### config.mk
export PLATFORM = sky130hd
export DESIGN_NAME = apb_ttc_buffer_bridge
export DESIGN_NICKNAME = d
export VERILOG_FILES = /design/src/rtl/apb_ttc_buffer_bridge.sv
export SDC_FILE = /design/constraint.sdc
export NUM_CORES = 1
export LEC_CHECK = 0
export CORE_ASPECT_RATIO = 1.25
export CORE_MARGIN = 4
export CORE_UTILIZATION = 47
export CTS_CLUSTER_SIZE = 16
export DETAILED_ROUTE_END_ITERATION = 6
export GPL_ROUTABILITY_DRIVEN = 0
export PLACE_DENSITY = 0.79
export SLEW_MARGIN = 30
export SYNTH_ARGS = -nofsm -noshare
export SYNTH_HDL_FRONTEND = slang
export SYNTH_SLANG_ARGS = --single-unit
### constraint.sdc
create_clock -name Clk -period 4.8 [get_ports Clk]
set_input_delay 0.96 -clock Clk [delete_from_list [all_inputs] [get_ports Clk]]
set_output_delay 0.96 -clock Clk [all_outputs]
set_load 0.03 [all_outputs]
### src/rtl/apb_ttc_buffer_bridge.sv
// apb_ttc_buffer_bridge
// APB3 slave linking the MSS CPU to the TTC TX/RX packet buffers of NUM_CH
// channels. It provides a control/status register file with a maskable
// interrupt, byte-serial TX buffer windows and wait-stated RX buffer windows.
// Optional build macro: APB_TTC_PSLVERR_EN adds the PSLVERR error response.
module apb_ttc_buffer_bridge #(
  parameter int unsigned NUM_CH    = 2,
  parameter int unsigned BUF_AW    = 8,
  parameter logic [31:0] BASE_ADDR = 32'h3000_0000,
  parameter logic [31:0] VERSION   = 32'h0002_0000
) (
  input  logic                  Clk,
  input  logic                  Rst,
  input  logic [31:0]           PADDR,
  input  logic                  PSEL,
  input  logic                  PENABLE,
  input  logic                  PWRITE,
  input  logic [31:0]           PWDATA,
  output logic [31:0]           PRDATA,
  output logic                  PREADY,
  output logic [NUM_CH-1:0]     tx_wen,
  output logic [BUF_AW+1:0]     tx_waddr,
  output logic [7:0]            tx_wdata,
  output logic [NUM_CH-1:0]     tx_start,
  input  logic [NUM_CH-1:0]     tx_done,
  output logic [NUM_CH-1:0]     rx_ren,
  output logic [BUF_AW-1:0]     rx_raddr,
  input  logic [32*NUM_CH-1:0]  rx_rdata,
  input  logic [NUM_CH-1:0]     rx_done,
`ifdef APB_TTC_PSLVERR_EN
  output logic                  PSLVERR,
`endif
  output logic                  irq
);

`ifdef APB_TTC_PSLVERR_EN
  localparam logic ERR_EN = 1'b1;
`else
  localparam logic ERR_EN = 1'b0;
`endif

  // Window numbers: 0 = registers, 1..NUM_CH = TX, NUM_CH+1..2*NUM_CH = RX.
  localparam logic [18:0] TX_LAST = 19'(NUM_CH);
  localparam logic [18:0] RX_LAST = 19'(2 * NUM_CH);
  localparam logic [2:0]  NCH3    = 3'(NUM_CH);

  typedef enum logic [2:0] {
    IDLE = 3'd0,
    REG  = 3'd1,
    TXB  = 3'd2,
    RXW  = 3'd3,
    RXD  = 3'd4,
    ACK  = 3'd5
  } state_t;

  typedef enum logic [2:0] {
    T_CTRL = 3'd0,
    T_STAT = 3'd1,
    T_EN   = 3'd2,
    T_ID   = 3'd3,
    T_TX   = 3'd4,
    T_RX   = 3'd5,
    T_NONE = 3'd6
  } tgt_t;

  // One-hot channel strobe from a channel index.
  function automatic logic [NUM_CH-1:0] ch_onehot(input logic [2:0] ch);
    logic [NUM_CH-1:0] oh;
    oh = {NUM_CH{1'b0}};
    for (int c = 0; c < NUM_CH; c++) begin
      oh[c] = (ch == 3'(c));
    end
    return oh;
  endfunction

  // Little-endian byte k of a word.
  function automatic logic [7:0] byte_sel(input logic [31:0] w, input logic [1:0] k);
    logic [7:0] b;
    case (k)
      2'd0:    b = w[7:0];
      2'd1:    b = w[15:8];
      2'd2:    b = w[23:16];
      default: b = w[31:24];
    endcase
    return b;
  endfunction

  state_t               state_r;
  tgt_t                 tgt_r;
  logic [2:0]           chan_r;
  logic [31:0]          wdata_r;
  logic                 write_r;
  logic                 err_r;
  logic [1:0]           k_r;
  logic                 pready_r;
  logic [31:0]          prdata_r;
  logic [NUM_CH-1:0]    tx_wen_r;
  logic [BUF_AW+1:0]    tx_waddr_r;
  logic [7:0]           tx_wdata_r;
  logic [NUM_CH-1:0]    rx_ren_r;
  logic [BUF_AW-1:0]    rx_raddr_r;
  logic                 irq_r;

  logic [NUM_CH-1:0]    tx_start_r;
  logic [NUM_CH-1:0]    rx_ready_r;
  logic [NUM_CH-1:0]    rx_overrun_r;
  logic [NUM_CH-1:0]    tx_done_st_r;
  logic [NUM_CH-1:0]    rx_done_st_r;
  logic [NUM_CH-1:0]    en_tx_r;
  logic [NUM_CH-1:0]    en_rx_r;

  logic [31:0]          off_s;
  logic [18:0]          win_s;
  tgt_t                 tgt_s;
  logic [2:0]           ch_s;
  logic                 setup_s;
  logic [31:0]          rd_data_s;
  logic                 err_s;
  logic                 err_eff_s;
  logic [31:0]          rd_data_eff_s;
  logic [31:0]          rx_slice_s;
  logic                 commit_s;
  logic                 wr_ctrl_s;
  logic                 wr_stat_s;
  logic                 wr_en_s;

  // Address decode of the live setup phase into a target and channel.
  always_comb begin
    off_s   = PADDR - BASE_ADDR;
    win_s   = off_s[31:13];
    setup_s = PSEL & ~PENABLE;
    tgt_s   = T_NONE;
    ch_s    = 3'd0;
    if (win_s == 19'd0) begin
      if (off_s[12:4] == 9'd0) begin
        case (off_s[3:2])
          2'd0:    tgt_s = T_CTRL;
          2'd1:    tgt_s = T_STAT;
          2'd2:    tgt_s = T_EN;
          default: tgt_s = T_ID;
        endcase
      end else begin
        tgt_s = T_NONE;
      end
    end else if (win_s <= TX_LAST) begin
      tgt_s = T_TX;
      ch_s  = win_s[2:0] - 3'd1;
    end else if (win_s <= RX_LAST) begin
      tgt_s = T_RX;
      ch_s  = win_s[2:0] - 3'd1 - NCH3;
    end else begin
      tgt_s = T_NONE;
    end
  end

  // Register read data and error classification for the setup phase.
  always_comb begin
    rd_data_s = 32'd0;
    err_s     = 1'b0;
    case (tgt_s)
      T_CTRL: begin
        rd_data_s = {1'b1, 7'd0, 8'(rx_overrun_r), 8'(rx_ready_r), 8'(tx_start_r)};
        err_s     = PWRITE & PWDATA[31];
      end
      T_STAT: rd_data_s = {16'd0, 8'(rx_done_st_r), 8'(tx_done_st_r)};
      T_EN:   rd_data_s = {16'd0, 8'(en_rx_r), 8'(en_tx_r)};
      T_ID: begin
        rd_data_s = VERSION;
        err_s     = PWRITE;
      end
      T_TX: err_s = ~PWRITE;
      T_RX: err_s = PWRITE;
      T_NONE: begin
        rd_data_s = 32'hFFFF_FFFF;
        err_s     = 1'b1;
      end
      default: begin
        rd_data_s = 32'hFFFF_FFFF;
        err_s     = 1'b1;
      end
    endcase
    err_eff_s     = err_s & ERR_EN;
    rd_data_eff_s = err_eff_s ? 32'd0 : rd_data_s;
  end

  // Select the addressed channel's RX RAM word.
  always_comb begin
    rx_slice_s = 32'd0;
    for (int c = 0; c < NUM_CH; c++) begin
      rx_slice_s = rx_slice_s | ({32{chan_r == 3'(c)}} & rx_rdata[32*c +: 32]);
    end
  end

  // Register write strobes, taken at the end of the zero-wait access cycle.
  always_comb begin
    commit_s  = (state_r == REG) & PSEL & PENABLE & write_r & ~err_r;
    wr_ctrl_s = commit_s & (tgt_r == T_CTRL);
    wr_stat_s = commit_s & (tgt_r == T_STAT);
    wr_en_s   = commit_s & (tgt_r == T_EN);
  end

  // Transfer FSM with registered APB response and buffer strobes.
  always_ff @(posedge Clk or posedge Rst) begin
    if (Rst) begin
      state_r    <= IDLE;
      tgt_r      <= T_NONE;
      chan_r     <= 3'd0;
      wdata_r    <= 32'd0;
      write_r    <= 1'b0;
      err_r      <= 1'b0;
      k_r        <= 2'd0;
      pready_r   <= 1'b0;
      prdata_r   <= 32'd0;
      tx_wen_r   <= {NUM_CH{1'b0}};
      tx_waddr_r <= {(BUF_AW+2){1'b0}};
      tx_wdata_r <= 8'd0;
      rx_ren_r   <= {NUM_CH{1'b0}};
      rx_raddr_r <= {BUF_AW{1'b0}};
    end else begin
      tx_wen_r <= {NUM_CH{1'b0}};
      rx_ren_r <= {NUM_CH{1'b0}};
      pready_r <= 1'b0;
      case (state_r)
        IDLE: begin
          if (setup_s) begin
            tgt_r   <= tgt_s;
            chan_r  <= ch_s;
            wdata_r <= PWDATA;
            write_r <= PWRITE;
            err_r   <= err_eff_s;
            if ((tgt_s == T_TX) && PWRITE) begin
              state_r    <= TXB;
              k_r        <= 2'd0;
              prdata_r   <= 32'd0;
              tx_wen_r   <= ch_onehot(ch_s);
              tx_waddr_r <= off_s[BUF_AW+1:0];
              tx_wdata_r <= byte_sel(PWDATA, 2'd0);
            end else if ((tgt_s == T_RX) && !PWRITE) begin
              state_r    <= RXW;
              prdata_r   <= 32'd0;
              rx_ren_r   <= ch_onehot(ch_s);
              rx_raddr_r <= off_s[BUF_AW+1:2];
            end else begin
              state_r  <= REG;
              pready_r <= 1'b1;
              prdata_r <= rd_data_eff_s;
            end
          end else begin
            state_r <= IDLE;
          end
        end
        REG: state_r <= IDLE;
        TXB: begin
          if (!PSEL) begin
            state_r <= IDLE;
          end else if (k_r == 2'd3) begin
            state_r  <= ACK;
            pready_r <= 1'b1;
          end else begin
            k_r        <= k_r + 2'd1;
            tx_wen_r   <= ch_onehot(chan_r);
            tx_waddr_r <= tx_waddr_r + {{(BUF_AW+1){1'b0}}, 1'b1};
            tx_wdata_r <= byte_sel(wdata_r, k_r + 2'd1);
          end
        end
        RXW: begin
          if (!PSEL) begin
            state_r <= IDLE;
          end else begin
            state_r  <= RXD;
            pready_r <= 1'b1;
          end
        end
        RXD: begin
          state_r  <= IDLE;
          prdata_r <= rx_slice_s;
        end
        ACK:     state_r <= IDLE;
        default: state_r <= IDLE;
      endcase
    end
  end

  // Per-channel flags, sticky status and interrupt enables; hardware set wins.
  always_ff @(posedge Clk or posedge Rst) begin
    if (Rst) begin
      tx_start_r   <= {NUM_CH{1'b0}};
      rx_ready_r   <= {NUM_CH{1'b0}};
      rx_overrun_r <= {NUM_CH{1'b0}};
      tx_done_st_r <= {NUM_CH{1'b0}};
      rx_done_st_r <= {NUM_CH{1'b0}};
      en_tx_r      <= {NUM_CH{1'b0}};
      en_rx_r      <= {NUM_CH{1'b0}};
    end else begin
      tx_start_r   <= (tx_start_r & ~tx_done)
                    | ({NUM_CH{wr_ctrl_s}} & wdata_r[0 +: NUM_CH]);
      rx_ready_r   <= (rx_ready_r & ~({NUM_CH{wr_ctrl_s}} & wdata_r[8 +: NUM_CH]))
                    | rx_done;
      rx_overrun_r <= (rx_overrun_r & ~({NUM_CH{wr_ctrl_s}} & wdata_r[16 +: NUM_CH]))
                    | (rx_done & rx_ready_r);
      tx_done_st_r <= (tx_done_st_r & ~({NUM_CH{wr_stat_s}} & wdata_r[0 +: NUM_CH]))
                    | tx_done;
      rx_done_st_r <= (rx_done_st_r & ~({NUM_CH{wr_stat_s}} & wdata_r[8 +: NUM_CH]))
                    | rx_done;
      if (wr_en_s) begin
        en_tx_r <= wdata_r[0 +: NUM_CH];
        en_rx_r <= wdata_r[8 +: NUM_CH];
      end else begin
        en_tx_r <= en_tx_r;
        en_rx_r <= en_rx_r;
      end
    end
  end

  // Registered interrupt: lags the status change by one cycle.
  always_ff @(posedge Clk or posedge Rst) begin
    if (Rst) begin
      irq_r <= 1'b0;
    end else begin
      irq_r <= |({rx_done_st_r, tx_done_st_r} & {en_rx_r, en_tx_r});
    end
  end

`ifdef APB_TTC_PSLVERR_EN
  logic pslverr_r;

  // Error response raised with PREADY; errors only take the zero-wait path.
  always_ff @(posedge Clk or posedge Rst) begin
    if (Rst) begin
      pslverr_r <= 1'b0;
    end else if ((state_r == IDLE) && setup_s) begin
      pslverr_r <= err_s;
    end else begin
      pslverr_r <= 1'b0;
    end
  end

  assign PSLVERR = pslverr_r;
`endif

  // RX data comes straight from the RAM in its single valid cycle.
  assign PRDATA   = (state_r == RXD) ? rx_slice_s : prdata_r;
  assign PREADY   = pready_r;
  assign tx_wen   = tx_wen_r;
  assign tx_waddr = tx_waddr_r;
  assign tx_wdata = tx_wdata_r;
  assign tx_start = tx_start_r;
  assign rx_ren   = rx_ren_r;
  assign rx_raddr = rx_raddr_r;
  assign irq      = irq_r;

endmodule

==> results of run 1 <==
[where the power goes]
| group | total, mW | internal [mW] | leakage, nW | switching (mW) |
|---|---|---|---|---|
| sequential | 1.35 | 1.22 | 1.47 | 0.135 |
| clock | 1.25 | 0.832 | 0.283 | 0.416 |
| combinational | 1.11 | 0.498 | 2.26 | 0.612 |
[cells in the mapped netlist, types with 8 or more instances]
master    instances
dfrtp_1         120
a22o_1           31
a21oi_1          50
ha_1             11
and2_1            8
nand3_1          14
inv_1            11
nand2_1         237
o21ai_0          22
o211ai_1         26
a222oi_1          8
clkbuf_1         34
nor2_1           42
[cells in the final DEF, fill, tap and decap left out, types with 4 or more instances in the layout]
cell type / synthesis / layout
a22o_1: 31 / 31
clkbuf_8: 0 / 6
a222oi_1: 8 / 8
buf_4: 1 / 7
clkdlybuf4s50_1: 0 / 202
nand3_1: 14 / 14
o21ai_0: 22 / 22
nand2_1: 237 / 237
and2_1: 8 / 7
inv_1: 11 / 10
clkbuf_16: 0 / 17
nor4_1: 5 / 5
o211ai_1: 26 / 26
o22ai_1: 7 / 7
a21o_1: 6 / 6
nand2b_1: 5 / 5
mux2_2: 7 / 7
nor3_1: 6 / 5
a22oi_1: 4 / 4
a21oi_1: 50 / 50
and3_1: 6 / 6
ha_1: 11 / 11
nor2_1: 42 / 42
mux2i_1: 4 / 4
mux2_4: 7 / 7
dfrtp_1: 120 / 120
[final cells by class]
type | count | area, um2 | share of cell area [%]
Timing Repair Buffer | 210 | 2090 | 23.0
Sequential cell | 122 | 3060 | 33.6
Clock buffer | 25 | 515 | 5.67
Multi-Input combinational cell | 550 | 3110 | 34.2
Tap cell | 171 | 214 | 2.35
Inverter | 11 | 43.8 | 0.482
Clock inverter | 2 | 60.1 | 0.660
Antenna cell | 1 | 2.50 | 0.0275
[logic make-up (layout without fill, tap and decap cells)]
family / after synthesis / after routing
DFF: 122 / 122
AOI/OAI and AO/OA: 177 / 177
adders and majority gates: 11 / 11
other: 0 / 1
and+or+nand+nor: 341 / 341
xor gates and xnor gates: 3 / 3
muxes: 18 / 18
buffers and inverters: 56 / 248
[state kept, by name, summed over array words and instances (netlist names)]
register	count
tx_start	2
rx_ren	2
chan_r	3
PREADY	1
irq	1
tx_done_st_r	2
rx_overrun_r	2
tx_wen	2
tx_waddr	10
tx_wdata	8
en_tx_r	2
prdata_r	32
state_r	3
rx_raddr	8
wdata_r	32
write_r	1
tgt_r	3
rx_done_st_r	2
en_rx_r	2
rx_ready_r	2
k_r	2
[metrics by stage]
| stage | setup slack [ps] | total power, mW | hold slack (ps) |
|---|---|---|---|
| 2_1_floorplan | 601 | 1.97 | 438 |
| 3_3_place_gp | 968 | 2.45 | 458 |
| 3_5_place_dp | 815 | 2.47 | 457 |
| 4_1_cts | 997 | 3.73 | 470 |
| 5_1_grt | 832 | 3.89 | 498 |
| 6_report | 1010 | 3.71 | 479 |
[final timing paths]
| check | start | to | slack [ps] | cells after the start |
|---|---|---|---|---|
| hold reg to reg | wdata_r[26]$_DFFE_PP0P_ | wdata_r[26]$_DFFE_PP0P_ | 480 | 2 |
| min in group asynchronous | Rst | tx_start[0]$_DFF_PP0_ | 1030 | 2 |
| hold / removal | wdata_r[26]$_DFFE_PP0P_ | wdata_r[26]$_DFFE_PP0P_ | 480 | 2 |
| setup / recovery | state_r[1]$_DFFE_PP0P_ | PRDATA[14] | 1010 | 6 |
| setup reg to reg | state_r[0]$_DFFE_PP0P_ | tx_wdata[6]$_DFFE_PP0P_ | 1870 | 7 |
| max in group asynchronous | Rst | prdata_r[20]$_DFFE_PP0P_ | 2960 | 3 |
[routing by layer]
| layer | vias to the layer above | share of wire, % | global-route usage [%] |
|---|---|---|---|
| met5 | - | 0 | 0 |
| met4 | 0 | 2.5 | 8.61 |
| met3 | 36 | 6.7 | 5.59 |
| met2 | 240 | 51 | 41.9 |
| met1 | 2788 | 39 | 27.7 |
| li1 | 2911 | - | - |
[worst max-delay path: stages, from the launching register on]
cell	delay (ps)
dfrtp_1	440
nor2_1	130
and2_1	680
buf_4	320
nand2_1	100
nand2_1	70
clkdlybuf4s50_1	680
==> key figures, run 1 <==
GRT
  – Global-route wire length before repair: slightly below 30000 um
  – Grt ovf: 0
  – Largest net degree at the start of global routing: 70
  – Vias in the first global route: between 5000 and 6000
  – GRT Total Usage: 23.6%
  – Initial antenna violation count: 1

Setup path
  – CP Launch Type: flip-flop
  – Critical path arrival: approximately 2800 ps
  – Crit. End Element: output port
  – Worst path required time: ~3800 ps
  – Max FO, Critical Path: 20
  – Crit Path Category: flip-flop to output port

Yosys
  – Adder-cell share of the synthesized area: roughly 2.2%
  – Top cell type's share of synthesized area: a little under half
  – Share of synthesized registers carrying an async set or reset: 100%
  – Yosys reg bits: 122
  – Mapped cell area: 6380 um2
  – Ys Warns: 0
  – EDFF count, synth: 0
  – Seq/Total Area, Yosys: 47.9%
  – Post-synth net total: 876
  – Synth unique cells: 57
  – Syn Inst Count: 728
  – Synth area leader: dfrtp_1
  – Post-Syn Area per Cell: 8.77 um2
  – Post-synthesis mux area share: 3.51%
  – Top FF cell, synth: dfrtp_1
  – Post-synthesis simple-gate area fraction: 23.0%
  – Largest family of logic cells by synthesized area: simple AND/OR/NAND/NOR gates
  – Area contributors post-synth: dfrtp_1 (47%), nand2_1 (14%), a22o_1 (4.3%)
  – XOR/XNOR Fraction of Synth Area: 0.412%
  – Synth Area in Compound Gates: roughly a fifth

Drt
  – DR iter-0 viols: 433
  – Post-Route WL: roughly 19000 um
  – Vias: 5975
  – Drt via density: approximately 5.5
  – Drt first pass iters: 6
  – Post-route DRC violation count: 0
  – Drt wl/cell: 17.1 um
  – Antenna-violating nets left: 0

Floorplan
  – I/O pin cnt: slightly above 200
  – Core Region: between 10000 and 15000 um2
  – Floorplan row count: 47
  – DIE AREA: approximately 16000 um2
  – Initial Util: 48.0%
  – Die W: 112 um
  – Die H: 138 um

Run status
  – Status: completed

Placement
  – Placed Area: 8520 um2
  – Post-DP HPWL: ~14000 um
  – PortBufs: 202
  – # placed instances: 1064

Clock tree
  – Worst skew pair latency: 410 ps
  – Hold Buf Count CTS: 0
  – Clock Pin Slew Worst Setup and Hold Paths: 50 ps
  – Sink Count: between 100 and 150
  – CTS root buffer: clkbuf_16
  – CTS buffer count: 17
  – Setup Fix Bufs, Post-CTS: 0
  – H-tree Lvls: 4
  – TritonCTS clock tree: built
  – Resize count post-CTS: 0
  – Clock buffer depth: 2

Power
  – Maximum vdd drop: 0.000313 V
  – Pwr per Cell Area: 408 nW/um2
  – Leak Pwr: 4.01 nW

STA
  – FMAX: 264 MHz
  – Final hold violation count: 0
  – Worst Skew: 6.02 ps
  – Crit share post-route: 78.9%
  – Slew HR: 45.5%
  – Unrepaired setup endpoints after global routing: no
  – Final Critical Period: 3790 ps
  – Setup TNS: 0 ps
  – Worst-margin pin slew: slightly above 800 ps
  – Max-slew violations: 0
  – Setup violators final: 0

Layout
  – Synthesis-to-layout area growth: 42.5%
  – Final core occ: around two thirds
  – Nets: 1060
  – Finished layout cell area: slightly above 9000 um2
  – Fraction of layout cells with a size suffix above 1: 6.96%
  – Final cell count without fillers: around 1100
  – Fill cell count: 1094

Run
  – Max_cap viols: 0

Hold path
  – Hold Crit Class: flip-flop to flip-flop
No activity file was read; power rests on OpenSTA's default activity.
==> run 2, diff against run 1 <==
==> constraint.sdc (replaced) <==
create_clock -name Clk -period 3.7 [get_ports Clk]
set_input_delay 0.74 -clock Clk [delete_from_list [all_inputs] [get_ports Clk]]
set_output_delay 0.74 -clock Clk [all_outputs]
set_load 0.03 [all_outputs]
==> run 2 against run 1 <==
  * Clock power up 43%
  * Total power up 34%
  * Die area unchanged
  * Wire length down 0.69%
  * Clock-buffer cell count down 3
  * Cell count up 0.92%
  * Worst setup slack worse by 670 ps
  * Sequential power up 30%
  * Via count up 1.1%
  * First-iteration DRC count down 9.7%
  * Design area up 1.6%
  * Critical path type unchanged
==> key figures, run 2 (synthesis gave the netlist of run 1 again) <==
Run status
  – Status: completed

STA
  – Final Critical Period: between 3000 and 4000 ps
  – FMAX: just under 300 MHz
  – Max-slew violations: 0
  – Final hold violation count: 0
  – Worst-margin pin slew: around 840 ps
  – Worst Skew: 7.81 ps
  – Slew HR: around 44%
  – Unrepaired setup endpoints after global routing: no
  – Crit share post-route: between 90% and 100%
  – Final hold slack: roughly 470 ps
  – Setup violators final: 0
  – Setup TNS: 0 ps

Setup path
  – R2r worst-path depth: 7
  – Reg2Reg Capture Point: tx_waddr[0]$_DFFE_PP0P_
  – Crit-path leading delay family: buffers and inverters
  – CP startpoint: state_r[1]$_DFFE_PP0P_
  – CP Launch Type: flip-flop
  – Crit. End Element: output port
  – Most common cell on crit path: nand2_1
  – Cell at the slowest stage of the critical path: clkdlybuf4s50_1
  – Worst path required time: 2960 ps
  – Max FO, Critical Path: 20
  – Crit Path Category: flip-flop to output port
  – Critical path arrival: approximately 2600 ps
  – Flop-to-flop setup slack: 1110 ps
  – Buffers plus inverters on the worst setup path: 2
  – CP max stage delay: 670 ps
  – CP Cell Sequence: nor2_1, nand2_1, buf_4, nand2_1, nand2_1, clkdlybuf4s50_1
  – Launch point of the worst reg-to-reg path: state_r[0]$_DFFE_PP0P_

Layout
  – Fraction of layout cells with a size suffix above 1: 8.16%
  – Area occupied by multi-input gates: 3110 um2
  – Fill cell count: 1072
  – Finished layout cell area: 9240 um2
  – Most common library cell in the layout ignoring fill and taps: nand2_1
  – Antenna cell count: 0
  – Commonest non-fill, non-tap cells in the layout: nand2_1 (237), clkdlybuf4s50_1 (202), dfrtp_1 (120)
  – FF+latch area: 3060 um2
  – Synthesis-to-layout area growth: 44.7%
  – Nets: between 1000 and 1500

Run
  – Max_cap viols: 0

Drt
  – Drt wl/cell: 16.9 um
  – DR iter-0 viols: 391
  – Antenna-violating nets left: 0
  – Post-route DRC violation count: 0
  – Post-Route WL: 18600 um
  – Drt first pass iters: 5
  – Drt via density: 5.48
  – Vias: about 6000

Clock tree
  – CTS buffer count: 17
  – Sink Count: 122
  – Resize count post-CTS: 0
  – Clock buffer depth: 2
  – Worst skew pair latency: 410 ps
  – H-tree Lvls: 4
  – Clock Pin Slew Worst Setup and Hold Paths: about 50 ps
  – TritonCTS clock tree: built
  – Setup Fix Bufs, Post-CTS: 0
  – CTS root buffer: clkbuf_16
  – Hold Buf Count CTS: 0

Floorplan
  – I/O pin cnt: 203
  – Initial Util: 48.0%
  – DIE AREA: approximately 16000 um2
  – Core Region: 13300 um2
  – Die W: approximately 110 um
  – Die H: 138 um
  – Floorplan row count: 47

GRT
  – GRT Total Usage: 23.6%
  – Largest net degree at the start of global routing: 54
  – Initial antenna violation count: 0
  – Grt ovf: 0
  – Vias in the first global route: 6057
  – Global-route wire length before repair: around 30000 um

Power
  – Maximum vdd drop: 0.000327 V
  – Pwr per Cell Area: 540 nW/um2
  – Leak Pwr: 4.06 nW

Hold path
  – Hold Crit Class: flip-flop to flip-flop
  – HP Start: write_r$_DFFE_PP0P_
  – WHS Path Cells: 2
  – Min-Delay Endpoint: write_r$_DFFE_PP0P_

Placement
  – PortBufs: 202
  – Post-DP HPWL: 13700 um
  – Placed Area: 8590 um2
-- run 2: routing by layer --
layer,track usage (%),wire length (um),up-vias
met4,8.61,480,0
met2,42.1,9560,213
met1,27.3,7320,2869
met5,0,0,-
met3,5.90,1230,37
li1,-,-,2919
-- run 2: layout make-up --
type,count,share of cell area (%)
sequential,122,33.1
tap,171,2.32
timing repair buffer,216,23.4
clock buffer,22,5.24
multi-input combinational,550,33.7
inverter,11,0.488
clock inverter,10,1.77
-- run 2: power by group --
part	leakage, nW	switching (mW)	internal [mW]	total, mW
sequential	1.47	0.169	1.58	1.75
clock	0.305	0.593	1.20	1.79
combinational	2.29	0.795	0.650	1.45
-- run 2: tightest hold or removal path, cell delays in order, from the launching register on --
cell	delay (ps)
dfrtp_1	330
nand2_1	50
nand2_1	60
-- run 2: how the worst max path moves through the flow --
stage               slack [ps]                 endpoint  cells after the start
finish                     350                PRDATA[5]                      6
global route               160                PRDATA[4]                      6
CTS                        310                PRDATA[5]                      6
detailed placement         350  rx_raddr[3]$_DFFE_PP0P_                      8
global placement           420  rx_raddr[5]$_DFFE_PP0P_                      8
floorplan                 1210  rx_raddr[0]$_DFFE_PP0P_                      8
-- run 2: metrics by stage --
stage               power, mW  setup WS (ps)  util [%]  cells
global route             5.21            163      69.5   1102
detailed placement       3.21            352      64.6   1070
CTS                      5.01            309      69.5   1102
floorplan                2.55           1210         -    728
global placement         3.18            423      64.6   1070
finish                   4.98            347      69.5   1102
